## src/rtl/dpram_fifo_ctrl.sv

```systemverilog
// Requester-side controller that turns an external dual-port RAM (1-cycle registered read)
// into a DEPTH+2 deep FIFO: writes go in through port A, and port B reads feed a 2-entry output buffer.
module dpram_fifo_ctrl #(
    parameter int AWIDTH = 12,
    parameter int DWIDTH = 60
) (
    input  logic              clk,
    input  logic              reset,
    input  logic              in_valid,
    output logic              in_ready,
    input  logic [DWIDTH-1:0] in_data,
    output logic              out_valid,
    input  logic              out_ready,
    output logic [DWIDTH-1:0] out_data,
    output logic [AWIDTH:0]   count,
    output logic [AWIDTH-1:0] ram_address_a,
    output logic              ram_wren_a,
    output logic [DWIDTH-1:0] ram_data_a,
    output logic [AWIDTH-1:0] ram_address_b,
    output logic              ram_wren_b,
    input  logic [DWIDTH-1:0] ram_out_b
);

    localparam int CW = AWIDTH + 1;
    localparam logic [AWIDTH:0] DEPTH = {1'b1, {AWIDTH{1'b0}}};

    logic [AWIDTH-1:0] wrPtr_q, wrPtr_d, rdPtr_q, rdPtr_d;
    logic [AWIDTH:0]   ramCnt_q, ramCnt_d, count_q, count_d;
    logic              rdInflight_q, rdInflight_d;
    logic [1:0]        bufCnt_q, bufCnt_d;
    logic              head_q, head_d, tail_q, tail_d;
    logic [DWIDTH-1:0] obuf_q [2];

    logic       wrFire, rdFire, push, pop;
    logic [1:0] bufAfterPop;

    always_comb begin
        in_ready     = !reset && (ramCnt_q != DEPTH);
        wrFire       = in_valid && in_ready;
        out_valid    = !reset && (bufCnt_q != 2'd0);
        pop          = out_valid && out_ready;
        push         = rdInflight_q;
        bufAfterPop  = bufCnt_q - {1'b0, pop};
        // A read may only be issued if its word is certain to find a buffer slot when it lands.
        rdFire       = !reset && (ramCnt_q != '0)
                       && ((3'(bufAfterPop) + 3'(rdInflight_q)) < 3'd2);

        wrPtr_d      = wrPtr_q + AWIDTH'(wrFire);
        rdPtr_d      = rdPtr_q + AWIDTH'(rdFire);
        ramCnt_d     = ramCnt_q + CW'(wrFire) - CW'(rdFire);
        rdInflight_d = rdFire;
        bufCnt_d     = bufCnt_q + {1'b0, push} - {1'b0, pop};
        head_d       = head_q ^ pop;
        tail_d       = tail_q ^ push;
        count_d      = ramCnt_d + CW'(rdInflight_d) + CW'(bufCnt_d);
    end

    always_ff @(posedge clk) begin
        if (reset) begin
            wrPtr_q      <= '0;
            rdPtr_q      <= '0;
            ramCnt_q     <= '0;
            rdInflight_q <= 1'b0;
            bufCnt_q     <= 2'd0;
            head_q       <= 1'b0;
            tail_q       <= 1'b0;
            count_q      <= '0;
        end else begin
            wrPtr_q      <= wrPtr_d;
            rdPtr_q      <= rdPtr_d;
            ramCnt_q     <= ramCnt_d;
            rdInflight_q <= rdInflight_d;
            bufCnt_q     <= bufCnt_d;
            head_q       <= head_d;
            tail_q       <= tail_d;
            count_q      <= count_d;
        end
    end

    // The buffer data needs no reset; bufCnt_q alone decides what is valid.
    always_ff @(posedge clk) begin
        if (!reset && push) begin
            obuf_q[tail_q] <= ram_out_b;
        end
        assert (reset || !(push && bufAfterPop == 2'd2));
    end

    always_comb begin
        out_data      = obuf_q[head_q];
        count         = reset ? '0 : count_q;
        ram_address_a = wrPtr_q;
        ram_wren_a    = wrFire;
        ram_data_a    = in_data;
        ram_address_b = rdPtr_q;
        ram_wren_b    = 1'b0;
    end

endmodule

```

## config.mk

```make
export PLATFORM = sky130hd
export DESIGN_NAME = dpram_fifo_ctrl
export DESIGN_NICKNAME = d
export VERILOG_FILES = /design/src/rtl/dpram_fifo_ctrl.sv
export SDC_FILE = /design/constraint.sdc
export NUM_CORES = 1
export LEC_CHECK = 0
export CORE_MARGIN = 2
export CORE_UTILIZATION = 40
export DETAILED_ROUTE_END_ITERATION = 8
export DONT_BUFFER_PORTS = 1
export PLACE_DENSITY = 0.57
export RECOVER_POWER = 50
export SYNTH_ARGS = -nofsm -noshare
export SYNTH_HDL_FRONTEND = slang
export SYNTH_SLANG_ARGS = --single-unit
export TNS_END_PERCENT = 50
```

## constraint.sdc

```tcl
create_clock -name clk -period 12.6 [get_ports clk]
set_input_delay 1.26 -clock clk [delete_from_list [all_inputs] [get_ports clk]]
set_output_delay 1.26 -clock clk [all_outputs]
set_load 0.01 [all_outputs]
```

==> results of run 1 <==
==> cell families (layout without fill, tap and decap cells) <==
group	count (synthesis)	count (layout)	synth area share
flops	175	175	0.601
simple gates	138	138	0.0956
buf+inv	101	59	0.0790
mux	62	62	0.0902
compound gates	39	39	0.0438
xor+xnor	36	36	0.0403
fa+ha+maj	29	29	0.0493
other cells	1	1	0.000479
==> layer usage <==
metal / routed length (microns) / GRT usage
met5: 0 / 0
met4: 173 / 0.0511
met3: 1410 / 0.0646
met2: 6850 / 0.222
met1: 5930 / 0.161
==> placed cells by master (no fill, tap or decap), drive strengths merged, types with 14 or more instances in the layout <==
master and instances:
edfxtp 120, mux2 62, dfxtp 55, nor2 53, inv 29, ha 26
nor2b 25, xnor2 19, clkbuf 19, xor2 17, nand3 14
==> worst max-delay path, cell delays in order <==
cell                       delay [ns]
sky130_fd_sc_hd__nor2_1          0.22
sky130_fd_sc_hd__and2_0          0.27
sky130_fd_sc_hd__ha_1            0.20
sky130_fd_sc_hd__xnor2_1         0.11
sky130_fd_sc_hd__o21ai_0         0.13
sky130_fd_sc_hd__nor3_1          0.42
sky130_fd_sc_hd__ha_1            0.19
sky130_fd_sc_hd__inv_1           0.04
sky130_fd_sc_hd__ha_1            0.23
sky130_fd_sc_hd__fa_1            0.41
sky130_fd_sc_hd__a21oi_1         0.35
sky130_fd_sc_hd__o21bai_1        0.12
sky130_fd_sc_hd__xor2_1          0.33
sky130_fd_sc_hd__nand4_1         0.26
sky130_fd_sc_hd__nor2_2          0.20
sky130_fd_sc_hd__nor4b_4         0.24
sky130_fd_sc_hd__mux2_4          0.32
==> metrics by stage <==
stage | std cells | hold WS, ns | power [mW]
after floorplan | 581 | 0.484 | 1.46
after global placement | 772 | 0.496 | 1.59
after detailed placement | 772 | 0.505 | 1.59
after CTS | 804 | 0.527 | 2.16
after global routing | 804 | 0.543 | 2.28
final | 804 | 0.522 | 2.14
==> cell type report <==
cell class	count	area (sq um)
repair buffers	3	15.0
fillers	1763	11100
multi-input cells	305	2500
flip-flops and latches	175	4710
well taps	265	332
clock inverters	15	203
inverters	24	90.1
clock buffers	17	425
==> sequential cells by signal (all words and copies together) (netlist names) <==
signal and cells:
obuf_q 120, tail_q 1, ram_address_a 12, count_q 13, ram_address_b 12, push 1
bufCnt_q 2, head_q 1, ramCnt_q 13
==> worst max path at each step <==
stage / start / endpoint / slack [ns]
after floorplan: reset / obuf_q[1][0] / 5.99
after global placement: reset / count_q[12] / 7.36
after detailed placement: reset / count_q[12] / 7.17
after CTS: reset / count_q[12] / 7.63
after global routing: reset / count_q[12] / 7.15
final: reset / count_q[12] / 7.60
==> cells in the mapped netlist, drive strengths merged (2+ instances only) <==
library cell and number:
a2111oi 2, a211o 2, a211oi 2, a21oi 8
a311oi 3, and2 2, and3 6, buf 64
clkbuf 13, dfxtp 55, edfxtp 120, fa 3
ha 26, inv 24, mux2 62, nand2 12
nand2b 2, nand3 14, nand3b 2, nand4 4
nor2 53, nor2b 25, nor3 7, nor4 2
o211a 2, o211ai 4, o21ai 8, o21bai 2
o31ai 2, or3 5, xnor2 19, xor2 17
==> report_power, final <==
group / switching, mW / internal (mW) / total, mW / leakage [nW]
combinational: 0.485 / 0.327 / 0.812 / 1.03
sequential: 0.0351 / 0.738 / 0.774 / 1.55
clock: 0.232 / 0.319 / 0.551 / 0.305
==> impl_summary.log, run 1 <==
INFO  metric numPortBuffers = 0
INFO  metric synth_largest_area_cell = sky130_fd_sc_hd__edfxtp_1
INFO  metric drive_above_1_share = 0.213
INFO  metric period_needed = 5.00 ns
INFO  metric antennaDiodeCount = 0
INFO  metric crit_start_category = input port
INFO  metric worstSetupEndpointType = flop
INFO  metric synthToLayoutAreaGrowth = 5.73%
INFO  metric holdBufCountCts = 0
INFO  metric fp.coreArea = 19,300 sq um
INFO  metric primary_flip_flop_cell_chosen_by_synthesis_mapping = sky130_fd_sc_hd__edfxtp_1
INFO  metric worst_setup_slack_after_layout = between 7 and 8 ns
INFO  metric power.leakage = 2.88 nW
INFO  metric synth.net_count = 734
INFO  metric postLayoutCellArea = 8270 sq um
INFO  metric result_of_the_run = complete, but fails checks
INFO  metric vias = 4,026
INFO  metric fp.dieW = 144 microns
INFO  metric final-max-slew-violation-count = between 100 and 150
INFO  metric cp.required = 12.90 ns
INFO  metric drt-vias-per-instance = roughly 5.0
INFO  metric clk_pin_slew_worst_paths = roughly 0.07 ns
INFO  metric yosys_warnings = 0
INFO  metric critical_path_arrival = 5.30 ns
INFO  metric cts_tree = yes
INFO  metric fp.dieH = 144 microns
INFO  metric fmaxAchievable = 0.200 GHz
INFO  metric tritoncts_num_sinks = 175
INFO  metric mappedNetlistArea = 7820 sq um
INFO  metric postCtsResizedCells = 0
INFO  metric routed_wirelength = 14.4 mm
INFO  metric global_route_wire_length_before_repair = 21.8 mm
INFO  metric post-synth-top-area-fraction = 0.461
INFO  metric number_of_maximum_capacitance_violations = 2
INFO  metric power_per_cell_area = about 260 nW/um^2
INFO  metric clk-insertion-delay-late = between 0.4 and 0.5 ns
INFO  metric nNetsFinal = about 680
INFO  metric finClkSkew = 0.0138 ns
INFO  metric antenna_found_initial = 0
INFO  metric syn-instance-count = slightly below 600
INFO  metric tightest_pin_transition = 3.58 ns
INFO  metric grt_setup_unrepaired = false
INFO  metric grt_max_degree = 74
INFO  metric finalWeightedCongestion = around 0.85
INFO  metric slew-limit-headroom = -1.39
INFO  metric worstHoldPathType = reg -> reg
INFO  metric grt_pass1_vias = 4,106
INFO  metric worst_hold_path_cell_count = 2
INFO  metric grt_overflow_total = 0
INFO  metric number_of_enable_flip_flop_cells_after_synthesis = 120
INFO  metric die-area = 20,700 sq um
INFO  metric hold_end = tail_q
INFO  metric regToRegStartpoint = bufCnt_q[1]
INFO  metric wl_per_cell = 17.9 microns
INFO  metric dr.first_iter.drc_count = 139
INFO  metric critical_path_class = in -> reg
INFO  metric clock_path_buffers = 2
INFO  metric syn_avg_cell_area = about 13 sq um
INFO  metric worst_ir_drop_vdd = between 100 and 150 uV
INFO  metric r2r_end = count_q[12]
INFO  metric setup_total_negative_slack = 0 ns
INFO  metric final_min_period_over_clock_period = 0.397
INFO  metric detailed_place_hpwl = about 9.6 mm
INFO  metric clock-root-buffer = sky130_fd_sc_hd__clkbuf_16
INFO  metric post-place-ws = 7.17 ns
INFO  metric synth_sequential_area_ratio = 0.601
INFO  metric detailed_place.area = between 7000 and 8000 sq um
INFO  metric ys_seq_elements = approximately 180
INFO  metric hold_path.startpoint = push
INFO  metric ant_nets = 0
INFO  metric yosys.cell_types.count = 54
INFO  metric cts_made_buffers = 17
INFO  metric finalSetupViolations = 0
INFO  metric reg2regPathDepth = 18
INFO  metric failed_checks = capacitance limit, slew limit
INFO  metric design.portCount = 285
INFO  metric post_cts.repair.setup_buffers = 0
INFO  metric floorplan.rows = just over 50
INFO  metric finalHoldViolations = 0
INFO  metric async_flop_share = 0
INFO  metric worstPathMaxFanout = 73
INFO  metric reg2reg_setup_slack = 7.98 ns
INFO  metric remaining_drc_errors = 0
INFO  metric synth.area.top_cells = sky130_fd_sc_hd__edfxtp_1, sky130_fd_sc_hd__dfxtp_1, sky130_fd_sc_hd__mux2_2, sky130_fd_sc_hd__buf_4, sky130_fd_sc_hd__ha_1
INFO  metric htreeDepth = 4
INFO  metric start_util = 0.405
INFO  metric final_core_util = 0.428
INFO  metric drtPass1Iterations = 5
INFO  metric track_usage = 0.138
No activity file was read; power rests on OpenSTA's default activity.
==> run 2: changes to the inputs <==
--- a/config.mk
+++ b/config.mk
@@ -9,7 +9,7 @@
 export CORE_UTILIZATION = 40
 export DETAILED_ROUTE_END_ITERATION = 8
 export DONT_BUFFER_PORTS = 1
-export PLACE_DENSITY = 0.57
+export PLACE_DENSITY = 0.59
 export RECOVER_POWER = 50
 export SYNTH_ARGS = -nofsm -noshare
 export SYNTH_HDL_FRONTEND = slang
==> constraint.sdc (replaced) <==
create_clock -name clk -period 4.39 [get_ports clk]
set_input_delay 0.439 -clock clk [delete_from_list [all_inputs] [get_ports clk]]
set_output_delay 0.439 -clock clk [all_outputs]
set_load 0.01 [all_outputs]
==> impl_summary.log, run 2 (synthesis results as in run 1) <==
INFO  metric result_of_the_run = complete, but fails checks
INFO  metric failed_checks = capacitance limit, slew limit
INFO  metric place.detailed.instances = 775 (+0.39%)
INFO  metric drive_above_1_share = 0.230 (+0.0168)
INFO  metric slew-limit-headroom = -0.268 (+1.12)
INFO  metric worstHoldPathType = in -> reg
INFO  metric detailed_place.area = 7690 sq um (+0.38%)
INFO  metric grt_overflow_total = 0 (unchanged)
INFO  metric start_util = 0.405 (unchanged)
INFO  metric finalWeightedCongestion = 0.820 (-3.2%)
INFO  metric cp.required = 4.70 ns (-8.20 ns)
INFO  metric global_route_wire_length_before_repair = 22.1 mm (+1.6%)
INFO  metric detailed_place_hpwl = 9.96 mm (+3.8%)
INFO  metric clock-root-buffer = sky130_fd_sc_hd__clkbuf_16
INFO  metric post-place-ws = 0.196 ns (-6.98 ns)
INFO  metric worstSetupEndpointType = flop
INFO  metric antennaDiodeCount = 0 (unchanged)
INFO  metric finClkSkew = 0.00873 ns (-0.00504 ns)
INFO  metric total_power = 6.08 mW (+180%)
INFO  metric cts_tree = yes
INFO  metric track_usage = 0.140 (+0.00212)
INFO  metric dr.first_iter.drc_count = 201 (+45%)
INFO  metric worstPathMaxFanout = 3 (-96%)
INFO  metric finalSetupViolations = 0 (unchanged)
INFO  metric worst_ir_drop_vdd = 531 uV (+310%)
INFO  metric power_per_cell_area = 733 nW/um^2 (+180%)
INFO  metric numPortBuffers = 0 (unchanged)
INFO  metric synthToLayoutAreaGrowth = 6.00%
INFO  metric commonest_cells_after_routing_fill_and_taps_aside = sky130_fd_sc_hd__edfxtp_1, sky130_fd_sc_hd__mux2_2, sky130_fd_sc_hd__dfxtp_1
INFO  metric multi_input_comb_area = 2530 sq um (+1.3%)
INFO  metric final-max-slew-violation-count = 101 (-17%)
INFO  metric design.portCount = 285 (unchanged)
INFO  metric tightest_pin_transition = 1.90 ns (-1.68 ns)
INFO  metric floorplan.rows = 51 (unchanged)
INFO  metric grt_max_degree = 74 (unchanged)
INFO  metric drtPass1Iterations = 4 (-1)
INFO  metric number_of_maximum_capacitance_violations = 2 (unchanged)
INFO  metric fp.dieH = 144 microns (unchanged)
INFO  metric ant_nets = 0 (unchanged)
INFO  metric holdBufCountCts = 0 (unchanged)
INFO  metric crit_start_category = flop
INFO  metric cts_made_buffers = 17 (unchanged)
INFO  metric die-area = 20,700 sq um (unchanged)
INFO  metric clock_path_buffers = 2 (unchanged)
INFO  metric remaining_drc_errors = 0 (unchanged)
INFO  metric worst_setup_slack_after_layout = 0.273 ns (-7.33 ns)
INFO  metric antenna_found_initial = 0 (unchanged)
INFO  metric nNetsFinal = 683 (+0.59%)
INFO  metric fp.dieW = 144 microns (unchanged)
INFO  metric setup_total_negative_slack = 0 ns (unchanged)
INFO  metric period_needed = roughly 4.1 ns
INFO  metric final_cells = 808 (+0.50%)
INFO  metric critical_path_class = reg -> reg
INFO  metric top_register = obuf_q
INFO  metric fmaxAchievable = about 0.24 GHz
INFO  metric final_min_period_over_clock_period = 0.938
INFO  metric fp.coreArea = 19,300 sq um (unchanged)
INFO  metric htreeDepth = 4 (unchanged)
INFO  metric power.leakage = 2.90 nW (+0.53%)
INFO  metric drt-vias-per-instance = 5.01 (about the same)
INFO  metric postLayoutCellArea = 8290 sq um (+0.26%)
INFO  metric largest_registers = obuf_q x120, count_q x13, ramCnt_q x13
INFO  metric clk-insertion-delay-late = 0.42 ns (about the same)
INFO  metric clk_pin_slew_worst_paths = 0.07 ns (about the same)
INFO  metric routed_wirelength = 14.4 mm (+0.24%)
INFO  metric vias = 4,046 (+0.50%)
INFO  metric number_of_flip_flops_in_the_largest_register = 120 (unchanged)
INFO  metric wl_per_cell = 17.8 microns (-0.25%)
INFO  metric finalHoldViolations = 0 (unchanged)
INFO  metric critical_path_arrival = 4.43 ns (-0.87 ns)
INFO  metric fillCellCount = 1,743 (-1.1%)
INFO  metric tritoncts_num_sinks = 175 (unchanged)
INFO  metric layout.cells.most_common = sky130_fd_sc_hd__edfxtp_1
INFO  metric final-seq-area = 4700 sq um (about the same)
INFO  metric grt_pass1_vias = 4,098 (-0.19%)
run 2: metal layers:
layer,routed length (microns),share of wire,vias up,GRT usage
met4,145,0.010,0,0.0454
met1,5960,0.41,1989,0.166
met3,1430,0.099,10,0.0666
met2,6870,0.48,153,0.224
li1,-,-,1894,-
met5,0,0,-,0
run 2: worst max-delay path: stages (launching register included):
cell and delay, ns:
sky130_fd_sc_hd__dfxtp_1 0.32, sky130_fd_sc_hd__inv_1 0.08, sky130_fd_sc_hd__ha_1 0.18, sky130_fd_sc_hd__nand4_1 0.11, sky130_fd_sc_hd__nor2_1 0.16, sky130_fd_sc_hd__nor4bb_2 0.39
sky130_fd_sc_hd__nor3_2 0.08, sky130_fd_sc_hd__ha_1 0.28, sky130_fd_sc_hd__inv_1 0.04, sky130_fd_sc_hd__ha_1 0.22, sky130_fd_sc_hd__fa_1 0.52, sky130_fd_sc_hd__inv_1 0.07
sky130_fd_sc_hd__fa_1 0.45, sky130_fd_sc_hd__nor2_2 0.16, sky130_fd_sc_hd__nand4_1 0.22, sky130_fd_sc_hd__nor2_2 0.21, sky130_fd_sc_hd__nor4b_4 0.23, sky130_fd_sc_hd__mux2_4 0.31
run 2: final timing paths:
path / start / endpoint / slack [ns] / cells after the start
worst min register to register: push / tail_q / 0.52 / 2
worst max-delay path: ramCnt_q[10] / count_q[12] / 0.27 / 17
worst min-delay path: reset / ramCnt_q[3] / 0.08 / 1
worst max register to register: ramCnt_q[10] / count_q[12] / 0.27 / 17
run 2: power by group:
part | internal, mW | total [mW] | switching [mW]
sequential | 2.10 | 2.23 | 0.126
clock | 0.767 | 1.47 | 0.705
combinational | 0.987 | 2.38 | 1.39
total | 3.86 | 6.08 | 2.22
run 2: metrics by stage:
stage / util / hold WS, ns
6_report: 0.429 / 0.0781
5_1_grt: 0.429 / 0.0537
4_1_cts: 0.428 / 0.0588
3_5_place_dp: 0.398 / 0.514
3_3_place_gp: 0.398 / 0.494
2_1_floorplan: - / 0.484
run 2: timing repair:
| item | 4_1_cts | 5_1_grt |
|---|---|---|
| resized for setup | 0 | 6 |
| setup endpoints to repair | 0 | 2 |
| endpoints found under the hold margin | 0 | 0 |
| buffers inserted | 0 | 1 |
run 2: final cells by class:
| type | instances | area share |
|---|---|---|
| clock buffer | 17 | 0.0513 |
| clock inverter | 15 | 0.0196 |
| inverter | 24 | 0.0109 |
| multi-input combinational | 305 | 0.305 |
| sequential | 175 | 0.567 |
| tap | 265 | 0.0400 |
| timing repair buffer | 7 | 0.00558 |
==> run 3: changes to the inputs <==
==> constraint.sdc (replaced) <==
create_clock -name clk -period 4.39 [get_ports clk]
set_input_delay 1.0975 -clock clk [delete_from_list [all_inputs] [get_ports clk]]
set_output_delay 1.0975 -clock clk [all_outputs]
set_load 0.01 [all_outputs]
==> impl_summary.log, run 3 (synthesis results as in run 1) <==
INFO  metric antenna_found_initial = 0 (unchanged)
INFO  metric global_route_wire_length_before_repair = 22.3 mm (+0.87%)
INFO  metric worst_ir_drop_vdd = 426 uV (-20%)
INFO  metric timing.critical_path.buf_inv = 2 (-1)
INFO  metric clk_pin_slew_worst_paths = 0.07 ns (about the same)
INFO  metric grt_pass1_vias = 4,165 (+1.6%)
INFO  metric wl_per_cell = 17.7 microns (-0.47%)
INFO  metric slowest_stage = sky130_fd_sc_hd__fa_1
INFO  metric cpPeakStageDelay = 0.51 ns (about the same)
INFO  metric tritoncts_num_sinks = 175 (unchanged)
INFO  metric multi_input_comb_area = 2520 sq um (-0.49%)
INFO  metric final-max-slew-violation-count = 122 (+21%)
INFO  metric drtPass1Iterations = 4 (unchanged)
INFO  metric detailed_place_hpwl = 10.2 mm (+2.0%)
INFO  metric critical_path.top_delay_family = adder cells
INFO  metric critical_path_arrival = 4.45 ns (+0.02 ns)
INFO  metric power.leakage = 2.97 nW (+2.6%)
INFO  metric power_per_cell_area = 754 nW/um^2 (+2.8%)
INFO  metric holdWs = 0.508 ns (+0.429 ns)
INFO  metric grt_setup_unrepaired = false
INFO  metric worstHoldPathType = reg -> reg
INFO  metric ant_nets = 0 (unchanged)
INFO  metric failed_checks = capacitance limit, slew limit
INFO  metric fp.dieH = 144 microns (unchanged)
INFO  metric power.clock.fraction = 0.236 (-0.006)
INFO  metric fmaxAchievable = 0.241 GHz (-0.59%)
INFO  metric total_power = 6.35 mW (+4.4%)
INFO  metric cp_common_cell = sky130_fd_sc_hd__ha_1
INFO  metric synthToLayoutAreaGrowth = 7.64%
INFO  metric routed_wirelength = 14.7 mm (+1.7%)
INFO  metric top_register = obuf_q
INFO  metric clk-insertion-delay-late = 0.42 ns (about the same)
INFO  metric fillCellCount = 1,766 (+1.3%)
INFO  metric final-seq-area = 4700 sq um (unchanged)
INFO  metric crit_start_category = input port
INFO  metric final_core_util = 0.436 (+0.00667)
INFO  metric tightest_pin_transition = 1.64 ns (-0.259 ns)
INFO  metric remaining_drc_errors = 0 (unchanged)
INFO  metric power_frac_comb = 0.414 (+0.023)
INFO  metric number_of_flip_flops_in_the_largest_register = 120 (unchanged)
INFO  metric largest_registers = obuf_q x120, count_q x13, ramCnt_q x13
INFO  metric p_switching = 2.25 mW (+1.1%)
INFO  metric floorplan.rows = 51 (unchanged)
INFO  metric vias = 4,106 (+1.5%)
INFO  metric grt_max_degree = 74 (unchanged)
INFO  metric cts_made_buffers = 17 (unchanged)
INFO  metric cp.required = 4.70 ns (about the same)
INFO  metric clock-root-buffer = sky130_fd_sc_hd__clkbuf_16
INFO  metric drive_above_1_share = 0.251 (+0.0211)
INFO  metric critical_path_class = in -> reg
INFO  metric grt_overflow_total = 0 (unchanged)
INFO  metric finalWeightedCongestion = 0.830 (+1.3%)
INFO  metric crit_chain = nor2_1 > and2_1 > ha_1 > o21ai_2 > nor3_2 > ha_1 > inv_1 > ha_1 > fa_1 > inv_1 > fa_1 > nor2_1 > nand4_1 > nor2_2 > nor4b_4 > mux2_4
INFO  metric worst_setup_slack_after_layout = 0.248 ns (-0.0244 ns)
INFO  metric post-place-ws = -0.302 ns (-0.498 ns)
INFO  metric result_of_the_run = complete, but fails checks
INFO  metric power.share.sequential = 0.351 (-0.016)
INFO  metric finClkSkew = 0.0113 ns (+0.00255 ns)
INFO  metric final_min_period_over_clock_period = 0.943 (+0.00557)
INFO  metric fp.dieW = 144 microns (unchanged)
INFO  metric commonest_cells_after_routing_fill_and_taps_aside = sky130_fd_sc_hd__edfxtp_1, sky130_fd_sc_hd__mux2_2, sky130_fd_sc_hd__dfxtp_1
INFO  metric die-area = 20,700 sq um (unchanged)
INFO  metric cts_tree = yes
INFO  metric nNetsFinal = 701 (+2.6%)
INFO  metric dr.first_iter.drc_count = 196 (-2.5%)
INFO  metric detailed_place.area = 7840 sq um (+1.9%)
INFO  metric worstPathMaxFanout = 73 (+70)
INFO  metric track_usage = 0.142 (+0.00166)
INFO  metric htreeDepth = 4 (unchanged)
INFO  metric power_report.internal_total = 4.10 mW (+6.3%)
INFO  metric finalSetupViolations = 0 (unchanged)
INFO  metric period_needed = 4.14 ns (+0.0244 ns)
INFO  metric post_cts.repair.setup_buffers = 0 (unchanged)
INFO  metric swShare = 0.354 (-0.0116)
INFO  metric layout.cells.most_common = sky130_fd_sc_hd__edfxtp_1
INFO  metric number_of_maximum_capacitance_violations = 2 (unchanged)
INFO  metric fp.coreArea = 19,300 sq um (unchanged)
INFO  metric slew-limit-headroom = -0.0939 (+0.174)
INFO  metric start_util = 0.405 (unchanged)
INFO  metric clock_path_buffers = 2 (unchanged)
INFO  metric postLayoutCellArea = 8420 sq um (+1.6%)
INFO  metric design.portCount = 285 (unchanged)
INFO  metric worstSetupEndpointType = flop
INFO  metric antennaDiodeCount = 0 (unchanged)
INFO  metric drt-vias-per-instance = 4.97 (-0.73%)
INFO  metric numPortBuffers = 0 (unchanged)
INFO  metric finalHoldViolations = 0 (unchanged)
-- run 3: worst paths after layout --
check / end / slack (ns) / start / cells past startpoint
min reg2reg: tail_q / 0.51 / push / 2
max reg2reg: count_q[12] / 0.37 / ramCnt_q[11] / 17
max: count_q[12] / 0.25 / reset / 16
min: tail_q / 0.51 / push / 2
-- run 3: final cells by class --
type,instances,area share
sequential,175,0.559
timing repair buffer,25,0.0212
clock buffer,17,0.0505
clock inverter,15,0.0204
multi-input combinational,305,0.299
inverter,24,0.0107
tap,265,0.0394
-- run 3: per-stage QoR --
stage,cells,TNS [ns]
after floorplan,581,-1.85
after global placement,794,-0.580
after detailed placement,794,-0.810
after CTS,826,0
after global routing,826,0
final,826,0
-- run 3: power groups by stage --
stage          logic (mW)  clock network [mW]  registers [mW]
2_1_floorplan        1.98                   0            2.21
3_3_place_gp         2.61                   0            2.25
3_5_place_dp         2.63                   0            2.26
4_1_cts              2.66                1.55            2.23
5_1_grt              2.91                1.61            2.26
6_report             2.63                1.50            2.23
-- run 3: layer usage --
layer	track usage	vias up	wire length [microns]
li1	-	1923	-
met1	0.164	1985	5930
met2	0.230	174	6970
met3	0.0706	24	1560
met4	0.0444	0	200
met5	0	-	0
-- run 3: timing repair --
item / 4_1_cts / 5_1_grt
resized for setup: 0 / 5
hold buffers: 0 / 0
endpoints found under the setup margin: 0 / 2
hold endpoints to repair: 0 / 0
-- run 3: tightest hold or removal path, cell delays in order, from the launching register on --
cell	delay (ns)
sky130_fd_sc_hd__dfxtp_1	0.34
sky130_fd_sc_hd__xnor2_1	0.07
sky130_fd_sc_hd__nor2_1	0.07
